<file path="src/rtl/iter_div.sv">
// Multi-cycle unsigned restoring divider, one quotient bit per clock.
// go/done handshake with fixed latency: WIDTH cycles, or 1 cycle on a zero divisor.
module iter_div #(
  parameter int WIDTH = 32
) (
  input  logic             clk,
  input  logic             reset,
  input  logic             go,
  input  logic [WIDTH-1:0] left,
  input  logic [WIDTH-1:0] right,
  output logic [WIDTH-1:0] quotient,
  output logic [WIDTH-1:0] remainder,
  output logic             done,
  output logic             busy,
  output logic             div_by_zero
);

  localparam int CW = $clog2(WIDTH);
  localparam logic [CW-1:0] LAST = CW'(WIDTH - 1);

  // ZDIV is a one-cycle slot that gives the zero-divisor result its unit latency.
  typedef enum logic [1:0] {IDLE, RUN, ZDIV, DONE} state_t;

  state_t          state_q;
  logic [WIDTH-1:0] dividend_q;
  logic [WIDTH-1:0] divisor_q;
  logic [WIDTH-1:0] rem_q;
  logic [CW-1:0]    count_q;
  logic [WIDTH-1:0] quotient_q;
  logic [WIDTH-1:0] remainder_q;
  logic             done_q;
  logic             busy_q;
  logic             dbz_q;

  logic [WIDTH:0]   remShift;
  logic [WIDTH:0]   trial;
  logic             geq;
  logic [WIDTH-1:0] rem_d;
  logic [WIDTH-1:0] quo_d;

  // The partial remainder never reaches the divisor, so the shifted value is below
  // 2*divisor: bit WIDTH of the single (WIDTH+1)-bit difference is the borrow.
  assign remShift = {rem_q, dividend_q[WIDTH-1]};
  assign trial    = remShift - {1'b0, divisor_q};
  assign geq      = ~trial[WIDTH];
  assign rem_d    = geq ? trial[WIDTH-1:0] : remShift[WIDTH-1:0];
  assign quo_d    = {dividend_q[WIDTH-2:0], geq};

  always_ff @(posedge clk or posedge reset) begin
    if (reset) begin
      state_q     <= IDLE;
      dividend_q  <= '0;
      divisor_q   <= '0;
      rem_q       <= '0;
      count_q     <= '0;
      quotient_q  <= '0;
      remainder_q <= '0;
      done_q      <= 1'b0;
      busy_q      <= 1'b0;
      dbz_q       <= 1'b0;
    end else begin
      done_q <= 1'b0;
      case (state_q)
        IDLE, DONE: begin
          if (go) begin
            dividend_q <= left;
            divisor_q  <= right;
            rem_q      <= '0;
            count_q    <= '0;
            if (right != '0) begin
              state_q <= RUN;
              busy_q  <= 1'b1;
            end else begin
              state_q <= ZDIV;
            end
          end else begin
            state_q <= IDLE;
          end
        end
        // Quotient bits shift into the dividend register as dividend bits leave it.
        RUN: begin
          rem_q      <= rem_d;
          dividend_q <= quo_d;
          count_q    <= count_q + CW'(1);
          if (count_q == LAST) begin
            quotient_q  <= quo_d;
            remainder_q <= rem_d;
            dbz_q       <= 1'b0;
            done_q      <= 1'b1;
            busy_q      <= 1'b0;
            state_q     <= DONE;
          end
        end
        ZDIV: begin
          quotient_q  <= '1;
          remainder_q <= dividend_q;
          dbz_q       <= 1'b1;
          done_q      <= 1'b1;
          state_q     <= DONE;
        end
        default: state_q <= IDLE;
      endcase
    end
  end

  assign quotient    = quotient_q;
  assign remainder   = remainder_q;
  assign done        = done_q;
  assign busy        = busy_q;
  assign div_by_zero = dbz_q;

endmodule

</file>
<file path="config.mk">
export PLATFORM = sky130hd
export DESIGN_NAME = iter_div
export DESIGN_NICKNAME = d
export VERILOG_FILES = /design/src/rtl/iter_div.sv
export SDC_FILE = /design/constraint.sdc
export NUM_CORES = 1
export LEC_CHECK = 0
export ABC_AREA = 1
export BUFFER_PORTS_ARGS = -buffer_cell sky130_fd_sc_hd__buf_2
export CORE_MARGIN = 8
export CORE_UTILIZATION = 53
export CTS_BUF_LIST = sky130_fd_sc_hd__clkbuf_16
export DETAILED_ROUTE_END_ITERATION = 10
export PLACE_DENSITY = 0.77
export SLEW_MARGIN = 5
export SYNTH_ARGS = -nofsm -noshare
export SYNTH_HDL_FRONTEND = slang
export SYNTH_SLANG_ARGS = --single-unit
</file>
<file path="constraint.sdc">
create_clock -name clk -period 8.7 [get_ports clk]
set_input_delay 1.74 -clock clk [delete_from_list [all_inputs] [get_ports clk]]
set_output_delay 1.74 -clock clk [all_outputs]
set_load 0.005 [all_outputs]
</file>
After elaboration in Yosys (flattened, before gate mapping)
Cells that the tools add are included.
Storage, ports and cells
  register bits after elaboration: 170
  input bits: 67
  output and inout bits: 67
  logic and storage cells: 51
Operators by class
  add/sub/neg operators: 2
  eq/ne operators: 7
  muxes and demuxes: 22
  bitwise logic cells: 1
  reduce and logical (&&, ||, !) cells: 9
Operators with widths (number)
  $pmux 32 s2: 4
  $mux 32: 5
  $sub 33x32->33: 1
  $reduce_bool 32->1: 1
  $pmux 5 s2: 1
  $mux 2: 3
  $ne 2x2->1 const B: 3
  $pmux 1 s2: 3
  $pmux 2 s3: 1
  $reduce_and 2->1: 3
  $add 5x1->5 const B: 1
  $eq 5x5->1 const B: 1
  $mux 5: 1
  $eq 2x2->1 const B: 2
  $mux 1: 4
  $reduce_and 4->1: 1
  $reduce_bool 2->1: 2
  $eq 2x1->1 const B: 1
  $logic_not 2->1: 1
  $reduce_or 2->1: 1
  $not 1->1: 1

Logic depth before layout (Yosys ltp)
Gate-level depths: netlist of the first run.
  depth after elaboration: 4
  gate-level depth with buffers: 19
  mapped depth without buffers: 18

Worst setup path before layout of the first run
No wires, ideal clock.
  path type: in2reg
  start point: input port go
  end point: register dividend_q[26]
  library setup time: 132 ps
  data arrival time: 2597 ps
  required time: 8568 ps
  slack: 5971 ps
  stages: 5
  path buffers: 2
  path through: nand2_1 -> nand2_1 -> clkbuf_1 -> clkbuf_1 -> o21ai_0
On the way
  word-level cells in the longest chain between the ends: 2
RTL lines
  start, declared: line 8  | input logic go,
  $ne 2x2->1 (no line)
  $reduce_and 2->1 (no line)
  end signal, assigned: line 66  | dividend_q <= left;
  end signal, assigned: line 83  | dividend_q <= quo_d;
  end, declared: line 25  | logic [WIDTH-1:0] dividend_q;
Every way passes these cells.
A chain may end at the register's enable or synchronous reset.

Worst setup path after layout of the first run
  start point: register rem_q[22]
  end point: register rem_q[31]
On the way
  word-level cells in the longest chain between the ends: 3
RTL lines
  start, declared: line 27  | logic [WIDTH-1:0] rem_q;
  start signal, assigned: line 82  | rem_q <= rem_d;
  $sub 33x32->33: line 44  | assign trial = remShift - {1'b0, divisor_q};
  $mux 32: line 46  | assign rem_d = geq ? trial[WIDTH-1:0] : remShift[WIDTH-1:0];
  $pmux 32 s2: line 63  | case (state_q)
Every way passes these cells.

==> results of run 1 <==
## flip-flops by register name, indices dropped and copies added, names as in the netlist
signal / count
busy: 1
count_q: 5
div_by_zero: 1
dividend_q: 32
divisor_q: 32
done: 1
quotient: 32
rem_q: 32
remainder: 32
state_q: 2
## cells by family (layout without fill, tap and decap cells)
logic type / Yosys count / in the layout / synth area share (%)
flip-flops: 170 / 170 / 40.23
buffers and inverters: 305 / 420 / 11.37
adder cells (fa/ha/maj): 37 / 37 / 4.449
AND/OR/NAND/NOR: 848 / 848 / 32.85
AO/OA/AOI/OAI: 202 / 202 / 9.857
XOR/XNOR: 15 / 15 / 1.242
## area by class of cell
class                           instances  area (sq um)  share of cell area (%)
Timing Repair Buffer                  142         733.2                   6.137
Clock inverter                         15         148.9                   1.246
Multi-Input combinational cell       1102          5125                   42.90
Clock buffer                           17         425.4                   3.561
Sequential cell                       170          4254                   35.61
Inverter                              246         928.4                   7.771
Tap cell                              265         331.6                   2.775
## worst max-delay path, stage by stage, from the launching register on
cell     delay, ns
dfrtp_1       0.44
ha_1          0.39
nand2_1       0.14
inv_1         0.05
nand2_1       0.06
nand2_1       0.08
inv_1         0.06
nand2_1       0.09
a21oi_2       0.24
nand3_2       0.63
nand2_4       0.73
nand2_1       0.14
nand2_1       0.08
nand2_1       0.04
o21ai_0       0.09
## synth_stat cells, drive strengths merged
cell type | n | area share [%]
a21boi | 1 | 0.071
a21o | 1 | 0.071
a21oi | 60 | 2.9
a22o | 2 | 0.17
and2 | 3 | 0.18
buf | 17 | 1.1
clkbuf | 42 | 1.5
clkinv | 2 | 0.071
dfrtp | 170 | 40
fa | 1 | 0.19
ha | 36 | 4.3
inv | 244 | 8.7
nand2 | 679 | 25
nand3 | 93 | 4.4
nand4 | 13 | 0.77
nor2 | 53 | 2.0
nor3 | 5 | 0.24
o211ai | 1 | 0.071
o21ai | 130 | 6.2
o21bai | 3 | 0.21
o22ai | 4 | 0.24
or2 | 2 | 0.12
xnor2 | 4 | 0.33
xor2 | 11 | 0.91
## per-stage QoR
stage | cell area [sq um] | utilization (%)
floorplan | 10570 | -
global placement | 11370 | 58.24
detailed placement | 11370 | 58.24
CTS | 11950 | 61.18
global route | 11950 | 61.18
finish | 11950 | 61.18
## metal layers
metal	up-vias	wire length (microns)	GRT usage, %	part of all wire (%)
li1	5055	-	-	-
met1	4466	12630	31.04	45
met2	308	12620	36.66	45
met3	43	1985	3.729	7.1
met4	0	592	8.024	2.1
met5	-	0	0	0
## worst paths after layout
kind / start / endpoint / slack (ns) / cells after the start
setup / recovery: rem_q[22] / rem_q[31] / 5.33 / 14
setup reg to reg: rem_q[22] / rem_q[31] / 5.33 / 14
hold reg to reg: quotient[18] / quotient[18] / 0.47 / 2
max in group asynchronous: reset / rem_q[21] / 5.74 / 3
hold / removal: quotient[18] / quotient[18] / 0.47 / 2
min in group asynchronous: reset / quotient[15] / 1.45 / 2
## power by group through the flow
| stage | combinational (uW) | clock, uW | sequential (uW) |
|---|---|---|---|
| 2_1_floorplan | 2320 | 0 | 1300 |
| 3_3_place_gp | 3010 | 0 | 1330 |
| 3_5_place_dp | 3060 | 0 | 1340 |
| 4_1_cts | 3080 | 753 | 1320 |
| 5_1_grt | 3500 | 787 | 1370 |
| 6_report | 3080 | 741 | 1330 |
==> key figures, run 1 <==
Synthesis
  • Sequential-to-total area share from yosys stat: 40.23%
  • Synthesized flop and latch total: 170
  • Avg Synthesized Cell Area: approximately 6.7 sq um
  • Yosys synthesis warning count: 0
  • Cells after synthesis: 1577
  • Synth cell types: 33
  • Mapped Area: 0.01057 sq mm
  • Post-synthesis net count: 1681

Detailed routing
  • Residual DRC: 0
  • Vias after detailed routing: 9872
  • Iter 0 DRT Violations: 722
  • Final ANT Viol Nets: 0
  • Drt total wl: 27.83 mm
  • Via density per instance: 5.044
  • Drt wl/cell: ~14 microns
  • 1st-pass router iterations: 5

Setup path
  • Crit path DAT: 3.72 ns
  • CP max FO: 31
  • Critical path endpoint category: flop
  • WS Path Type: reg -> reg
  • Crit start category: flop
  • CP required: 9.05 ns

Timing
  • Setup violations, final: 0
  • Max Slew Vio Count: 0
  • Fmax: 0.2965 GHz
  • Fin. Hold Viols: 0
  • Unrepaired setup endpoints after global routing: false
  • Tcrit/Tclk final: 38.77%
  • Setup_tns: 0 ns
  • Hold WS: 0.4652 ns
  • Slew Limit Headroom: 27.00%
  • PnR worst setup slack: about 5.3 ns
  • Worst Max-Slew Pin Slew: 1.088 ns
  • Final min period: 3.373 ns
  • Clock skew: about 0.015 ns

Flow run
  • Max-cap violations: 0

Power and ir drop
  • Flop pwr share: between 20 and 30%
  • Sw frac: about half
  • Total chip power: 5147 uW
  • NetSw: 2648 uW
  • Clock share of power: 14.4%
  • Leak: 0.007156 uW
  • Maximum vdd drop: 187.3 uV
  • Combinational fraction of design power: roughly three fifths
  • Int Pwr: between 2000 and 2500 uW
  • Pwr Density: between 400 and 500 mW/mm^2

Final layout
  • Layout cells sized above 1: between 10% and 20%
  • FILL cells: between 1500 and 2000
  • Final std cells w/o fill: 1957
  • Fin nets: approximately 1800
  • Synthesis-to-layout area growth: 12.98%
  • Commonest non-fill, non-tap cells in the layout: nand2_1, inv_1, dfrtp_1
  • Commonest non-fill, non-tap cell in the layout: nand2_1
  • N_diodes: 0

Worst hold path
  • HP Class: reg -> reg

Placement
  • DPL Wire Length: 20.79 mm
  • Place WS: about 5.0 ns
  • Port bufs: 133
  • Final Wtd Congestion: 0.9358
  • Placed cell count: 1925

CTS
  • # hold bufs at CTS: 0
  • CTS tree: done
  • Clk root buf: clkbuf_16
  • H-tree lvl count: 4
  • Clock buffer depth: 2
  • Clock latency on the worst-skew pair: 0.44 ns
  • Total CTS buffers: 17
  • Post-CTS Setup Inserts: 0
  • Cts repair resizes: 0
  • CTS Sinks: 170
  • Clk slew on worst S/H paths: 0.07 ns

Global routing
  • Global route overflow: 0
  • Largest net degree at the start of global routing: 95
  • Initial antenna violation count: 0
  • GR Util All Layers: 22.94%
  • Vias in the first global route: between 9000 and 10000
  • Global-route wire length before repair: 45.17 mm

Run status
  • Outcome: complete, no violations

Floorplan
  • DIE HEIGHT: approximately 160 microns
  • Core box area: 0.01953 sq mm
  • Die span in x: 157.2 microns
  • # rows: 51
  • Boundary Pins: 134
  • Initial Util: 54.15%
  • Overall die area: roughly 0.025 sq mm
(Power assumes the default switching activity.)
==> run 2, diff against run 1 <==
clock period = 3.18 ns   (was 8.7 ns; I/O delays follow)
==> key figures, run 2 (same netlist as run 1, synthesis figures left out) <==
Run status
  • Outcome: complete, no violations

Timing
  • Slew Limit Headroom: 25.40% (-1.6 points)
  • Max Slew Vio Count: 0 (unchanged)
  • Clock skew: 0.01326 ns (-0.001292 ns)
  • Setup_tns: 0 ns (unchanged)
  • PnR worst setup slack: 0.4659 ns (-4.861 ns)
  • Worst Max-Slew Pin Slew: 1.118 ns (+0.02956 ns)
  • Fmax: 0.3684 GHz (+24%)
  • Final min period: 2.714 ns (-0.6591 ns)
  • Fin. Hold Viols: 0 (unchanged)
  • Tcrit/Tclk final: 85.35% (+47 points)
  • Unrepaired setup endpoints after global routing: false
  • Setup violations, final: 0 (unchanged)

CTS
  • Clk root buf: clkbuf_16
  • Total CTS buffers: 17 (unchanged)
  • H-tree lvl count: 4 (unchanged)
  • Clock latency on the worst-skew pair: 0.44 ns (about the same)
  • CTS Sinks: 170 (unchanged)
  • Clock buffer depth: 2 (unchanged)
  • Clk slew on worst S/H paths: 0.07 ns (about the same)
  • Cts repair resizes: 0 (unchanged)
  • Post-CTS Setup Inserts: 0 (unchanged)
  • CTS tree: done
  • # hold bufs at CTS: 0 (unchanged)

Flow run
  • Max-cap violations: 0 (unchanged)

Detailed routing
  • Drt wl/cell: 14.55 microns (+2.3%)
  • Final ANT Viol Nets: 0 (unchanged)
  • Iter 0 DRT Violations: 942 (+30%)
  • Vias after detailed routing: 9913 (+0.42%)
  • 1st-pass router iterations: 5 (unchanged)
  • Residual DRC: 0 (unchanged)
  • Drt total wl: 28.53 mm (+2.5%)
  • Via density per instance: 5.055 (+0.21%)

Final layout
  • Finished Cell Area: 0.01201 sq mm (+0.49%)
  • Multi-input logic area: 0.005125 sq mm (unchanged)
  • Layout cells sized above 1: 13.44% (+0.15 points)
  • Core Util, Final: 61.48% (+0.30 points)
  • FILL cells: 1906 (+1.3%)
  • N_diodes: 0 (unchanged)
  • Commonest non-fill, non-tap cells in the layout: nand2_1, inv_1, dfrtp_1
  • Fin nets: 1787 (+0.22%)
  • Commonest non-fill, non-tap cell in the layout: nand2_1
  • Reg area: 0.004254 sq mm (unchanged)
  • Synthesis-to-layout area growth: 13.54%

Power and ir drop
  • NetSw: 7294 uW (+180%)
  • Flop pwr share: 25.6% (-0.2 points)
  • Sw frac: 51.38% (-0.062 points)
  • Combinational fraction of design power: 60.2% (+0.4 points)
  • Clock share of power: 14.2% (-0.2 points)
  • Leak: 0.007184 uW (+0.38%)
  • Pwr Density: 1182 mW/mm^2 (+170%)
  • Maximum vdd drop: 626.7 uV (+230%)
  • Int Pwr: 6901 uW (+180%)

Setup path
  • CP required: 3.55 ns (-5.50 ns)
  • WS Path Type: reg -> reg
  • Critical path endpoint category: flop
  • CP max FO: 20 (-35%)
  • Crit start category: flop
  • Crit path DAT: 3.09 ns (-0.63 ns)

Placement
  • Final Wtd Congestion: 0.9596 (+2.5%)
  • Place WS: 0.4928 ns (-4.538 ns)
  • Placed cell area: 0.01144 sq mm (+0.58%)
  • DPL Wire Length: 21.27 mm (+2.3%)
  • Port bufs: 133 (unchanged)

Global routing
  • GR Util All Layers: 23.53% (+0.59 points)
  • Global route overflow: 0 (unchanged)
  • Largest net degree at the start of global routing: 171 (+80%)
  • Initial antenna violation count: 0 (unchanged)
  • Global-route wire length before repair: 46.56 mm (+3.1%)
  • Vias in the first global route: 9441 (+2.9%)

Floorplan
  • Core box area: 0.01953 sq mm (unchanged)
  • Boundary Pins: 134 (unchanged)
  • # rows: 51 (unchanged)
  • Die span in x: 157.2 microns (unchanged)
  • Initial Util: 54.15% (unchanged)
  • DIE HEIGHT: 157.2 microns (unchanged)
  • Overall die area: 0.02473 sq mm (unchanged)

Worst hold path
  • HP Class: in -> async
run 2: final timing paths:
check / slack [ns] / depth (start not counted) / from / end
worst max register to register: 0.47 / 17 / dividend_q[31] / remainder[16]
worst min-delay path: 0.45 / 3 / reset / remainder[14]
worst max-delay path: 0.47 / 17 / dividend_q[31] / remainder[16]
worst min register to register: 0.47 / 2 / quotient[9] / quotient[9]
min in group clk: 0.46 / 3 / right[19] / divisor_q[19]
max in group asynchronous: 2.02 / 3 / reset / rem_q[27]
run 2: final cells by class:
cell class | count | area share (%)
well taps | 265 | 2.762
clock inverters | 15 | 1.178
flip-flops and latches | 170 | 35.44
repair buffers | 146 | 6.670
inverters | 246 | 7.723
multi-input cells | 1102 | 42.69
clock buffers | 17 | 3.544
run 2: per-layer routing:
metal / wire length, microns / GRT usage [%] / vias to the layer above / part of all wire, %
met3: 2072 / 3.976 / 44 / 7.3
met2: 12480 / 36.97 / 338 / 44
met1: 13280 / 32.40 / 4459 / 47
met5: 0 / 0 / - / 0
met4: 699 / 7.888 / 0 / 2.5
li1: - / - / 5072 / -
run 2: power by group through the flow:
| stage | logic (uW) | clock network [uW] | registers (uW) |
|---|---|---|---|
| after detailed placement | 8460 | 0 | 3670 |
| after global routing | 9740 | 2140 | 3750 |
| after floorplan | 6360 | 0 | 3560 |
| final | 8550 | 2010 | 3640 |
| after CTS | 8510 | 2040 | 3630 |
| after global placement | 8330 | 0 | 3630 |
run 2: through the flow:
stage	instances	power (uW)	hold slack, ns
final	1961	14200	0.4497
after global routing	1961	15630	0.4545
after CTS	1961	14180	0.4524
after detailed placement	1929	12120	0.4535
after global placement	1929	11970	0.4489
after floorplan	1577	9919	0.4530
run 2: critical path, stage by stage, from the launching register on:
cell	delay, ns
dfrtp_1	0.34
inv_1	0.06
ha_1	0.22
fa_1	0.40
inv_1	0.08
nand2_1	0.05
nand2_1	0.10
nand3_1	0.10
nand2_2	0.12
nand2_1	0.07
nand2_2	0.09
nand2_2	0.08
nand3_2	0.20
buf_4	0.32
nand3_1	0.18
nand3_1	0.12
nand2_1	0.05
nand2_1	0.05
